## src/rtl/riscv_ctrl_pkg.sv

```systemverilog
// Shared control definitions for the instruction sequencer: RV32I major
// opcodes, immediate-decoder select encodings and the sequencer FSM states.
package riscv_ctrl_pkg;

    // RV32I major opcodes (instr[6:0]).
    localparam logic [6:0] OPC_LOAD   = 7'b0000011;
    localparam logic [6:0] OPC_OP_IMM = 7'b0010011;
    localparam logic [6:0] OPC_AUIPC  = 7'b0010111;
    localparam logic [6:0] OPC_STORE  = 7'b0100011;
    localparam logic [6:0] OPC_OP     = 7'b0110011;
    localparam logic [6:0] OPC_LUI    = 7'b0110111;
    localparam logic [6:0] OPC_BRANCH = 7'b1100011;
    localparam logic [6:0] OPC_JALR   = 7'b1100111;
    localparam logic [6:0] OPC_JAL    = 7'b1101111;

    // Immediate decoder select. IMM_U is reserved: U-type instructions use
    // IMM_U_SLL so the decoder shifts the 20-bit field into place itself.
    localparam logic [2:0] IMM_I     = 3'b000;
    localparam logic [2:0] IMM_S     = 3'b001;
    localparam logic [2:0] IMM_B     = 3'b010;
    localparam logic [2:0] IMM_U     = 3'b011;
    localparam logic [2:0] IMM_J     = 3'b100;
    localparam logic [2:0] IMM_U_SLL = 3'b101;

    typedef enum logic [2:0] {
        FETCH,
        DECODE,
        EXEC,
        MEMWAIT,
        WB,
        HALT
    } state_e;

    // Instruction fetch is word-aligned; drop the byte offset of a target.
    function automatic logic [31:0] word_align(input logic [31:0] addr);
        return {addr[31:2], 2'b00};
    endfunction

endpackage

```

## src/rtl/opcode_class.sv

```systemverilog
// Combinational opcode classifier: maps a major opcode to the immediate
// select and the control attributes the sequencer needs.
module opcode_class
    import riscv_ctrl_pkg::*;
(
    input  logic [6:0] opcode,
    output logic [2:0] imm_sel,
    output logic       is_mem,
    output logic       is_jump,
    output logic       is_branch,
    output logic       writes_rd,
    output logic       illegal
);

    // Decode table; unlisted opcodes are flagged illegal and select IMM_I.
    always_comb begin
        // NOTE: every output gets a default first so no path through the case can infer a latch.
        imm_sel   = IMM_I;
        is_mem    = 1'b0;
        is_jump   = 1'b0;
        is_branch = 1'b0;
        writes_rd = 1'b0;
        illegal   = 1'b0;
        case (opcode)
            OPC_LOAD: begin
                is_mem    = 1'b1;
                writes_rd = 1'b1;
            end
            OPC_OP_IMM, OPC_OP: begin
                writes_rd = 1'b1;
            end
            OPC_JALR: begin
                is_jump   = 1'b1;
                writes_rd = 1'b1;
            end
            OPC_STORE: begin
                imm_sel = IMM_S;
                is_mem  = 1'b1;
            end
            OPC_BRANCH: begin
                imm_sel   = IMM_B;
                is_branch = 1'b1;
            end
            OPC_JAL: begin
                imm_sel   = IMM_J;
                is_jump   = 1'b1;
                writes_rd = 1'b1;
            end
            OPC_LUI, OPC_AUIPC: begin
                imm_sel   = IMM_U_SLL;
                writes_rd = 1'b1;
            end
            default: begin
                illegal = 1'b1;
            end
        endcase
    end

endmodule

```

## src/rtl/instr_sequencer.sv

```systemverilog
// Multi-cycle instruction sequencer: FETCH -> DECODE -> EXEC -> [MEMWAIT] ->
// WB. Owns the PC, the fetch handshake and the latched instruction.
// Optional feature macro ILLEGAL_TRAP_EN: when defined, an illegal opcode or
// a misaligned taken target parks the FSM in HALT with trap raised until
// reset. When undefined, illegal opcodes act as NOPs, target byte offsets
// are dropped and trap is tied low.
module instr_sequencer
    import riscv_ctrl_pkg::*;
#(
    parameter logic [31:0] PC_RESET = 32'h0000_0000
) (
    input  logic        clk,
    input  logic        rst,
    output logic        imem_req,
    output logic [31:0] imem_addr,
    input  logic        imem_ack,
    input  logic [31:0] imem_rdata,
    output logic [31:0] instr,
    output logic [2:0]  imm_sel,
    output logic [31:0] pc,
    input  logic [31:0] target_addr,
    input  logic        branch_taken,
    output logic        mem_start,
    input  logic        mem_done,
    output logic        reg_we,
    output logic        trap
);

`ifdef ILLEGAL_TRAP_EN
    localparam bit TRAP_EN = 1'b1;
`else
    localparam bit TRAP_EN = 1'b0;
`endif

    state_e      state_q, state_d;
    logic [31:0] pc_q, pc_d;
    logic [31:0] instr_q, instr_d;
    logic        req_q, req_d;

    logic        is_mem, is_jump, is_branch, writes_rd, illegal;
    logic        take_target;
    logic        misaligned;

    // The latched instruction is stable from DECODE through WB, so the
    // classification (and imm_sel) needs no register of its own.
    opcode_class u_opcode_class (
        .opcode    (instr_q[6:0]),
        .imm_sel   (imm_sel),
        .is_mem    (is_mem),
        .is_jump   (is_jump),
        .is_branch (is_branch),
        .writes_rd (writes_rd),
        .illegal   (illegal)
    );

    assign take_target = is_jump || (is_branch && branch_taken);
    assign misaligned  = (target_addr[1:0] != 2'b00);

    assign imem_req  = req_q;
    assign imem_addr = pc_q;
    assign pc        = pc_q;
    assign instr     = instr_q;
    assign trap      = TRAP_EN && (state_q == HALT);

    // State, PC, instruction and fetch-request registers; synchronous reset.
    always_ff @(posedge clk) begin
        if (rst) begin
            state_q <= FETCH;
            pc_q    <= PC_RESET;
            instr_q <= '0;
            req_q   <= 1'b0;
        end else begin
            // NOTE: non-blocking assignments so every register samples pre-edge values.
            state_q <= state_d;
            pc_q    <= pc_d;
            instr_q <= instr_d;
            req_q   <= req_d;
        end
    end

    // Next-state, PC update and single-cycle control pulses.
    always_comb begin
        state_d   = state_q;
        pc_d      = pc_q;
        instr_d   = instr_q;
        req_d     = req_q;
        mem_start = 1'b0;
        reg_we    = 1'b0;
        case (state_q)
            FETCH: begin
                // Request is registered, so it rises one edge after reset;
                // an ack while the request is low is not a handshake.
                if (!req_q) begin
                    req_d = 1'b1;
                end else if (imem_ack) begin
                    instr_d = imem_rdata;
                    req_d   = 1'b0;
                    state_d = DECODE;
                end
            end
            DECODE: begin
                if (TRAP_EN && illegal) begin
                    state_d = HALT;
                end else begin
                    state_d = EXEC;
                end
            end
            EXEC: begin
                if (is_mem) begin
                    mem_start = 1'b1;
                    state_d   = MEMWAIT;
                end else begin
                    state_d = WB;
                end
            end
            MEMWAIT: begin
                if (mem_done) begin
                    state_d = WB;
                end
            end
            WB: begin
                if (TRAP_EN && take_target && misaligned) begin
                    state_d = HALT;
                end else begin
                    reg_we  = writes_rd;
                    pc_d    = take_target ? word_align(target_addr) : pc_q + 32'd4;
                    req_d   = 1'b1;
                    state_d = FETCH;
                end
            end
            HALT: begin
                state_d = HALT;
            end
            default: begin
                state_d = FETCH;
            end
        endcase
    end

endmodule
```

## config.mk

```make
export PLATFORM = sky130hd
export DESIGN_NAME = instr_sequencer
export DESIGN_NICKNAME = d
export VERILOG_FILES = /design/src/rtl/riscv_ctrl_pkg.sv /design/src/rtl/opcode_class.sv /design/src/rtl/instr_sequencer.sv
export SDC_FILE = /design/constraint.sdc
export NUM_CORES = 1
export LEC_CHECK = 0
export CORE_MARGIN = 2
export CORE_UTILIZATION = 41
export DETAILED_ROUTE_END_ITERATION = 6
export PLACE_DENSITY = 0.8
export SYNTH_ARGS = -nofsm -noshare
export SYNTH_HDL_FRONTEND = slang
export SYNTH_HIERARCHICAL = 1
export SYNTH_SLANG_ARGS = --single-unit
export TNS_END_PERCENT = 20
```

## constraint.sdc

```tcl
create_clock -name clk -period 2.65 [get_ports clk]
set_clock_uncertainty 0.15 [all_clocks]
set_input_delay 0.265 -clock clk [delete_from_list [all_inputs] [get_ports clk]]
set_output_delay 0.265 -clock clk [all_outputs]
set_load 0.1 [all_outputs]
```

# Yosys cells after proc, flatten, opt, wreduce, memory -nomap -nowiden

Index checks and enable logic that the tools add are counted.

Add/sub/neg operators: 1
Equality and inequality tests: 17
Multiplexer cells: 17
Reduce and logical (&&, ||, !) cells: 10

Operator list:

| kind                  | count |
|---|---|
| $add 32x3->32 const B | 1 |
| $mux 32               | 1 |
| $eq 7x6->1 const B    | 3 |
| $eq 7x7->1 const B    | 3 |
| $pmux 3 s5            | 1 |
| $eq 7x5->1 const B    | 2 |
| $mux 3                | 4 |
| $pmux 3 s4            | 1 |
| $mux 1                | 9 |
| $eq 7x2->1 const B    | 1 |
| $reduce_or 7->1       | 1 |
| $eq 3x2->1 const B    | 2 |
| $eq 3x3->1 const B    | 2 |
| $ne 2x2->1 const B    | 3 |
| $reduce_and 3->1      | 2 |
| $reduce_or 2->1       | 3 |
| $eq 3x1->1 const B    | 1 |
| $logic_not 3->1       | 1 |
| $pmux 1 s2            | 1 |
| $reduce_bool 2->1     | 1 |
| $logic_and 1x1->1     | 1 |
| $logic_or 1x1->1      | 1 |

Flip-flop bits (word level): 68
Input bits: 69
Logic and storage cells: 49

# Depth between registers and ports, before layout

Gate-level depths: netlist of the first run.

Word-level depth: 5
Mapped depth: 10
Gate-level depth less buffers: 8

# Hierarchy

The synthesis of the first run kept the hierarchy.

Modules (own cells, without submodules):

| module          | times used | cells an instance | area each (um^2) | seq. area each (um^2) |
|---|---|---|---|---|
| instr_sequencer | 1          | 463               | 3470.8           | 1321.3 |
| opcode_class    | 1          | 23                | 146.4            | 0.0 |

# Worst setup path after synthesis of the first run

Ideal clock, no wire load.

Path type: reg2out
Start: register instr_q[0] (netlist: instr[0])
End: output mem_start
Arrival time: 4598 ps
Required time: 2235 ps
Slack: -2363 ps
Stages on the path, launching flop included: 4
Path through: dfxtp_1 nand2_1 nor4b_1 nor4bb_1

Longest elaborated chain between the ends: 5
Elaborated cells between the ends (all ways): 6
Classes of those cells: eq/ne (2); mux (3); reduce/logical (1)

RTL lines:

| element                                  | line                   | source |
|---|---|---|
| start: declaration                       | instr_sequencer.sv:37  | `logic [31:0] instr_q, instr_d;` |
| start signal: assignment                 | instr_sequencer.sv:76  | `instr_q <= instr_d;` |
| $eq 7x2->1 or $eq 7x6->1 (tied branches) | -                      |  |
| $reduce_or 2->1 (no source line) *       | -                      |  |
| $mux 1 *                                 | opcode_class.sv:24     | `case (opcode)` |
| net is_mem                               | instr_sequencer.sv:40  | `logic is_mem, is_jump, is_branch, writes_rd, illegal;` |
| $mux 1 *                                 | instr_sequencer.sv:109 | `if (is_mem) begin` |
| $mux 1 *                                 | instr_sequencer.sv:89  | `case (state_q)` |
| end: declaration                         | instr_sequencer.sv:23  | `output logic mem_start,` |

The timed path passes the listed nets; every way through them passes the cells marked *.

# Worst setup path in the final report of the first run

Start: register instr_q[1] (netlist: instr[1])
End: output mem_start

The elaborated chain is that of the path after synthesis.

==> results of run 1 <==
[state kept, by name (all words and copies together), names as in the netlist]
signal / cells
imem_addr: 30
imem_req: 1
instr: 32
state_q: 3
[cell type report]
| type | count | area [um2] | area share (%) |
|---|---|---|---|
| Clock buffer | 10 | 137.6 | 2.639 |
| Clock inverter | 6 | 112.6 | 2.159 |
| Inverter | 4 | 15.01 | 0.2878 |
| Multi-Input combinational cell | 347 | 1924 | 36.89 |
| Sequential cell | 66 | 1343 | 25.74 |
| Tap cell | 108 | 135.1 | 2.591 |
| Timing Repair Buffer | 180 | 1549 | 29.70 |
[path summary, 6_finish.rpt]
path	end	from
hold reg to reg	instr[28]	instr[28]
setup reg to reg	imem_addr[12]	instr[4]
setup / recovery	mem_start	instr[1]
hold / removal	imem_addr[3]	rst
[layer usage]
| metal | track usage, % | vias to the layer above | part of all wire, % |
|---|---|---|---|
| met1 | 25.82 | 1828 | 39 |
| met2 | 37.77 | 220 | 48 |
| met4 | 8.333 | 0 | 1.7 |
| met5 | 0 | - | 0 |
| met3 | 6.259 | 16 | 11 |
| li1 | - | 1913 | - |
[power groups by stage]
stage	combinational [mW]	clock (mW)	sequential, mW
floorplan	0.234	0	1.35
global placement	0.668	0	1.09
detailed placement	0.672	0	1.09
CTS	0.673	1.09	1.07
global route	0.700	1.13	1.08
finish	0.672	1.08	1.07
[stage by stage]
stage	total power, mW	cells	setup slack [ps]	setup TNS (ps)
6_report	2.818	721	252.0	0
4_1_cts	2.830	721	151.8	0
3_5_place_dp	1.764	705	155.1	0
2_1_floorplan	1.581	486	-83.17	-304.2
5_1_grt	2.906	721	118.3	0
3_3_place_gp	1.758	705	221.4	0
[timing repair]
action / in CTS / in global routing
hold endpoints to repair: 0 / 0
endpoints found under the setup margin: 0 / 2
gates resized for setup: 0 / 1
[tightest hold or removal path, cell delays in order]
cell and delay (ps):
buf_2 120, buf_4 240, a311oi_1 60
==> impl_results.md, run 1 <==
- R2R Setup Slk: 280 ps
- Worst vdd ir: 0.3361 mV
- Clock buffer depth: 2
- Internal power: 1.868 mW
- Tightest Pin Transition: 579.8 ps
- CP endpoint kind: primary output
- DR vias/cell: 5.516
- Worst-Skew Late Latency: 350 ps
- Max-Cap Viols: 0
- Pleak: 2.038 nW
- WL/cell: 15.03 um
- CTS tree: built
- Slowest CP cell: nor4b_1
- RSZ-0062 raised after global routing: false
- Global-route usage over all layers: 21.95%
- Power share of the combinational group: 23.8%
- # IOs: 172
- Crit path depth: 5
- Status: completed
- Final Cycle Share: 90.49%
- Antenna violations before repair: 0
- Area growth, synth to finish: 45.36%
- P_sw: 0.9499 mW
- Site Rows: 34
- Hold slack: 234.2 ps
- Gr ovfl total: 0
- Worst path cell trace: nand2_1, buf_4, nor4b_1, nor4bb_4, buf_12
- Reg power frac: 38.0%
- Startpoint Class: register
- Critical path buffer and inverter count: 2
- Syn avg cell area: 7.445 um2
- Crit path max fanout: 6
- Final HPWL DP: 7711 um
- Post-layout util: 60.70%
- Die width: 97.56 um
- Max incr delay on CP: 430 ps
- Hold depth: 3
- Max H-tree Level: 3
- Fillers: 765
- Vias in the first global route: 3722
- Slew Limit Fails: 0
- Worst-path clk slew: 80 ps
- Fmax achieved: 417.0 MHz
- Clock root buffer: clkbuf_8
- Share of cells above drive strength 1: 25.94%
- Hold WC Path Type: in2reg
- First-pass GRT wire length: 17490 um
- DRT Wirelength: 10840 um
- CTS sink cnt: 66
- DR pass1 iterations: 6
- CP top delay family: simple AND/OR/NAND/NOR gates
- Core Region: 8593 um2
- Setup violators final: 0
- Max_slew headroom: 61.35%
- Starting density of the core: 41.76%
- Most common cell after layout, fill and taps aside: buf_4
- Clk pwr share: 38.2%
- Largest net degree at the start of global routing: 42
- R2R depth: 9
- PortBufs: 164
- Antenna cells: 0
- # DRC: 0
- Final net count: 678
- Worst Path Required: 2240 ps
- Placed Instance Area: 4960 um2
- PD cells: 540.3 nW/um2
- Critical path type: reg2out
- Mapped Area: 3588 um2
- Post-CTS setup repair buffer count: 0
- Sw Share: 33.71%
- Die Y-Extent: 97.56 um
- Final Hold Fails: 0
- Yosys synthesis warning count: 6
- Via count: 3977
- Mapped Cells: 482
- CTS Hold Buffers Added: 0
- Min Clock Period, post-route: 2398 ps
- Fin area: 5216 um2
- DRT iter0 DRCs: 189
- Commonest non-fill, non-tap cells in the layout: 111 x buf_4, 98 x nand2_1, 65 x clkdlybuf4s50_1
- Final ANT Viol Nets: 0
- WP data arrival: 1980 ps
- GP Congestion: 0.8633
- CTS Buf Count: 9
- Die ar.: 9517 um2
(Power assumes the default switching activity.)
==> inputs of run 2 (changes only) <==
--- a/config.mk
+++ b/config.mk
@@ -5,6 +5,7 @@
 export SDC_FILE = /design/constraint.sdc
 export NUM_CORES = 1
 export LEC_CHECK = 0
+export CORE_ASPECT_RATIO = 0.6
 export CORE_MARGIN = 2
 export CORE_UTILIZATION = 41
 export DETAILED_ROUTE_END_ITERATION = 6
==> impl_results.md, run 2 (synthesis gave the netlist of run 1 again) <==
- Starting density of the core: 42.26% (was 41.76%)
- Critical path type: reg2reg (was reg2out)
- Die width: 124.8 um (was 97.56 um)
- # IOs: 172 (unchanged)
- Final net count: 676 (was 678)
- Pleak: 2.064 nW (was 2.038 nW)
- Multi-input gate area: 1918 um2 (was 1924 um2)
- Slew Limit Fails: 0 (unchanged)
- Area growth, synth to finish: 46.76% (was 45.36%)
- DR pass1 iterations: 5 (was 6)
- Max reg flops: 32 (unchanged)
- # DRC: 0 (unchanged)
- Hold depth: 2 (was 3)
- Hold WC Path Type: in2reg (unchanged)
- Die ar.: 9541 um2 (was 9517 um2)
- Placed cell count: 707 (was 705)
- Worst Path Required: 2700 ps (was 2240 ps)
- DRT iter0 DRCs: 308 (was 189)
- Setup violators final: 0 (unchanged)
- PD cells: 562.2 nW/um2 (was 540.3 nW/um2)
- DRT Wirelength: 11510 um (was 10840 um)
- Max-Cap Viols: 0 (unchanged)
- CTS tree: built (unchanged)
- Gr ovfl total: 0 (unchanged)
- Slowest CP cell: nor4_1 (was nor4b_1)
- Commonest non-fill, non-tap cells in the layout: 108 x buf_4, 98 x nand2_1, 65 x clkdlybuf4s50_1 (was 111 x buf_4, 98 x nand2_1, 65 x clkdlybuf4s50_1)
- Critical path buffer and inverter count: 1 (was 2)
- Clock root buffer: clkbuf_16 (was clkbuf_8)
- Post-CTS setup repair buffer count: 0 (unchanged)
- Via count: 3980 (was 3977)
- Min Clock Period, post-route: 2321 ps (was 2398 ps)
- CTS Hold Buffers Added: 0 (unchanged)
- WP data arrival: 2370 ps (was 1980 ps)
- RSZ-0062 raised after global routing: false (unchanged)
- Antenna cells: 0 (unchanged)
- PortBufs: 164 (unchanged)
- WL/cell: 15.92 um (was 15.03 um)
- Site Rows: 26 (was 34)
- Most common cell after layout, fill and taps aside: buf_4 (unchanged)
- Clock buffer depth: 2 (unchanged)
- R2R depth: 9 (unchanged)
- Max H-tree Level: 3 (unchanged)
- Final Cycle Share: 87.59% (was 90.49%)
- CP endpoint kind: register (was primary output)
- DR vias/cell: 5.505 (was 5.516)
- Final ANT Viol Nets: 0 (unchanged)
- Vias in the first global route: 3520 (was 3722)
- Core Region: 8491 um2 (was 8593 um2)
- Worst-path clk slew: 60 ps (was 80 ps)
- Worst path cell trace: and2b_2, nand2_1, nor4_1, a21o_1, buf_12, nor3_1, a22o_1, a32oi_1, nor2_1 (was nand2_1, buf_4, nor4b_1, nor4bb_4, buf_12)
- Final HPWL DP: 8395 um (was 7711 um)
- Fmax achieved: 430.8 MHz (was 417.0 MHz)
- Tightest Pin Transition: 623.1 ps (was 579.8 ps)
- CP top delay family: simple AND/OR/NAND/NOR gates (unchanged)
- Global-route usage over all layers: 23.78% (was 21.95%)
- Status: completed (unchanged)
- GP Congestion: 0.8155 (was 0.8633)
- CTS sink cnt: 66 (unchanged)
- Fillers: 721 (was 765)
- Die Y-Extent: 76.47 um (was 97.56 um)
- Cts repair resizes: 0 (unchanged)
- Final Non-Filler Cells: 723 (was 721)
- Crit path depth: 9 (was 5)
- Post-layout util: 62.02% (was 60.70%)
- Share of cells above drive strength 1: 25.53% (was 25.94%)
- Worst vdd ir: 0.3335 mV (was 0.3361 mV)
- CTS Buf Count: 9 (unchanged)
- Final Hold Fails: 0 (unchanged)
- Startpoint Class: register (unchanged)
- Antenna violations before repair: 0 (unchanged)
- Max incr delay on CP: 410 ps (was 430 ps)
- Max_slew headroom: 58.46% (was 61.35%)
- Crit path max fanout: 35 (was 6)
- Largest net degree at the start of global routing: 49 (was 42)
- Worst-Skew Late Latency: 330 ps (was 350 ps)
- Register area: 1343 um2 (unchanged)
- First-pass GRT wire length: 18240 um (was 17490 um)
## run 2: changes by cell type in the layout (fill, tap and decap cells not counted), moves of 2 or more
cell,delta
clkinv_2,+3
clkbuf_16,+9
bufinv_16,-2
clkbuf_8,-8
buf_4,-3
## run 2: area by class of cell
cell class	instances	area share [%]
inverters	4	0.2851
multi-input cells	347	36.42
clock inverters	5	0.9741
clock buffers	11	4.799
well taps	112	2.661
repair buffers	178	29.37
flip-flops and latches	66	25.49
## run 2: worst reg2reg max path, cell delays in order (launching register included)
cell	delay, ps
dfxtp_2	340
and2b_2	240
nand2_1	100
nor4_1	410
a21o_1	280
buf_12	210
nor3_1	90
a22o_1	180
a32oi_1	140
nor2_1	50
## run 2: worst paths after layout
check	from	to	slack (ps)
max	instr[4]	imem_addr[16]	330
max reg2reg	instr[4]	imem_addr[16]	330
min reg2reg	instr[8]	instr[8]	310
min	rst	instr[5]	140
## run 2: per-layer routing
metal	vias to the layer above	track usage (%)	part of all wire, %
met5	-	0	0
met4	0	6.966	1.2
met3	12	5.969	8.4
met2	187	35.41	44
met1	1864	33.97	46
li1	1917	-	-
## run 2: per-stage QoR
step / hold slack, ps / power, mW / setup TNS, ps / cell area [um2] / setup slack, ps
4_1_cts: 140.2 / 2.983 / 0 / 5266 / 309.0
2_1_floorplan: 240.6 / 1.581 / -304.2 / 3681 / -83.17
3_5_place_dp: 300.0 / 1.767 / 0 / 4962 / 318.2
5_1_grt: 149.5 / 3.070 / 0 / 5266 / 121.0
3_3_place_gp: 293.1 / 1.760 / 0 / 4962 / 379.6
6_report: 139.7 / 2.961 / 0 / 5266 / 328.8
## run 2: report_power, final
group	internal, mW	switching [mW]
Sequential	1.03	0.0459
Clock	0.774	0.439
Combinational	0.186	0.485
==> inputs of run 3 (changes only) <==
--- a/config.mk
+++ b/config.mk
@@ -5,7 +5,7 @@
 export SDC_FILE = /design/constraint.sdc
 export NUM_CORES = 1
 export LEC_CHECK = 0
-export CORE_ASPECT_RATIO = 0.6
+export CORE_ASPECT_RATIO = 2
 export CORE_MARGIN = 2
 export CORE_UTILIZATION = 41
 export DETAILED_ROUTE_END_ITERATION = 6
==> impl_results.md, run 3 (synthesis gave the netlist of run 1 again) <==
- DR pass1 iterations: 4 (was 5)
- CTS Hold Buffers Added: 0 (unchanged)
- Antenna cells: 0 (unchanged)
- Antenna violations before repair: 0 (unchanged)
- Via count: 3927 (was 3980)
- Global-route usage over all layers: 23.88% (was 23.78%)
- Max_slew headroom: 61.44% (was 58.46%)
- Pwr Total: 2.877 mW (was 2.961 mW)
- Die ar.: 9562 um2 (was 9541 um2)
- CP top delay family: compound AO/OA/AOI/OAI gates (was simple AND/OR/NAND/NOR gates)
- Share of cells above drive strength 1: 25.20% (was 25.53%)
- # DRC: 0 (unchanged)
- Fmax achieved: 419.1 MHz (was 430.8 MHz)
- Worst Hold Launch: rst (unchanged)
- Worst setup path start: instr[4] (unchanged)
- # IOs: 172 (unchanged)
- Tightest Pin Transition: 578.4 ps (was 623.1 ps)
- WP data arrival: 2450 ps (was 2370 ps)
- Area growth, synth to finish: 45.43% (was 46.76%)
- First-pass GRT wire length: 18310 um (was 18240 um)
- Status: completed (unchanged)
- Die Y-Extent: 136.3 um (was 76.47 um)
- Dpl ws: 293.7 ps (was 318.2 ps)
- Critical path type: reg2reg (unchanged)
- Post-CTS setup repair buffer count: 0 (unchanged)
- Final HPWL DP: 8327 um (was 8395 um)
- Max-Cap Viols: 0 (unchanged)
- Max reg flops: 32 (unchanged)
- CTS Buf Count: 9 (unchanged)
- Final net count: 676 (unchanged)
- Largest net degree at the start of global routing: 49 (unchanged)
- Starting density of the core: 41.78% (was 42.26%)
- Critical path buffer and inverter count: 1 (unchanged)
- Worst Path Required: 2710 ps (was 2700 ps)
- Crit path max fanout: 36 (was 35)
- Die width: 70.15 um (was 124.8 um)
- Core Region: 8588 um2 (was 8491 um2)
- PD cells: 551.2 nW/um2 (was 562.2 nW/um2)
- PortBufs: 164 (unchanged)
- Commonest non-fill, non-tap cells in the layout: 109 x buf_4, 98 x nand2_1, 65 x clkdlybuf4s50_1 (was 108 x buf_4, 98 x nand2_1, 65 x clkdlybuf4s50_1)
- Setup violators final: 0 (unchanged)
- Setup TNS: 0 ps (unchanged)
- Cts repair resizes: 0 (unchanged)
- Slew Limit Fails: 0 (unchanged)
- Min Clock Period, post-route: 2386 ps (was 2321 ps)
- Clock buffer depth: 2 (unchanged)
- Startpoint Class: register (unchanged)
- Max incr delay on CP: 420 ps (was 410 ps)
- RSZ-0062 raised after global routing: false (unchanged)
- GP Congestion: 0.8625 (was 0.8155)
- Worst-path clk slew: 50 ps (was 60 ps)
- Hold WC Path Type: in2reg (unchanged)
- Vias in the first global route: 3798 (was 3520)
- Final Hold Fails: 0 (unchanged)
- DRT Wirelength: 11170 um (was 11510 um)
- Worst path cell trace: and2b_2, nand2_1, nor4_1, a21o_1, buf_12, o21ai_0, a22oi_1, a31oi_1 (was and2b_2, nand2_1, nor4_1, a21o_1, buf_12, nor3_1, a22o_1, a32oi_1, nor2_1)
- Site Rows: 48 (was 26)
- Gr ovfl total: 0 (unchanged)
- R2r startpoint: instr[4] (unchanged)
- Final Cycle Share: 90.05% (was 87.59%)
- Most common cell after layout, fill and taps aside: buf_4 (unchanged)
- Slowest CP cell: nor4_1 (unchanged)
- DR vias/cell: 5.523 (was 5.505)
- Worst-Skew Late Latency: 330 ps (about the same)
- Clock root buffer: clkbuf_16 (unchanged)
- Pleak: 2.050 nW (was 2.064 nW)
- Final ANT Viol Nets: 0 (unchanged)
- WL/cell: 15.71 um (was 15.92 um)
- CTS sink cnt: 66 (unchanged)
- Max H-tree Level: 3 (unchanged)
- CTS tree: built (unchanged)
- CP endpoint kind: register (unchanged)
- Worst vdd ir: 0.4362 mV (was 0.3335 mV)
- Final WS setup: 263.7 ps (was 328.8 ps)
- DRT iter0 DRCs: 356 (was 308)
run 3: metrics by stage:
| step | hold WS (ps) | instance area, um2 | cells | util, % |
|---|---|---|---|---|
| 6_report | 127.2 | 5219 | 711 | 60.77 |
| 5_1_grt | 147.8 | 5219 | 711 | 60.77 |
| 4_1_cts | 121.5 | 5219 | 711 | 60.77 |
| 3_5_place_dp | 299.6 | 4935 | 695 | 57.46 |
| 3_3_place_gp | 292.3 | 4935 | 695 | 57.46 |
| 2_1_floorplan | 240.6 | 3681 | 486 | - |
run 3: area by class of cell:
type	count	area [um2]
repair buffers	178	1534
flip-flops and latches	66	1343
inverters	4	15.01
well taps	100	125.1
multi-input cells	347	1918
clock buffers	14	274.0
fillers	792	3369
clock inverters	2	10.01
run 3: worst paths after layout:
check / depth (start not counted) / to / slack [ps]
worst max-delay path: 8 / imem_addr[30] / 260
worst min-delay path: 2 / imem_addr[7] / 130
worst min register to register: 2 / instr[27] / 310
worst max register to register: 8 / imem_addr[30] / 260
run 3: routing by layer:
metal	track usage (%)	wire, um	up-vias
met4	10.15	286	0
met2	43.81	6085	167
met5	0	0	-
met1	24.56	3962	1825
met3	7.561	836	24
li1	-	-	1911
run 3: power by group:
group          internal, mW  leakage, nW  switching [mW]
registers              1.03        0.541          0.0442
clock network         0.707        0.143           0.424
logic                 0.185         1.37           0.485
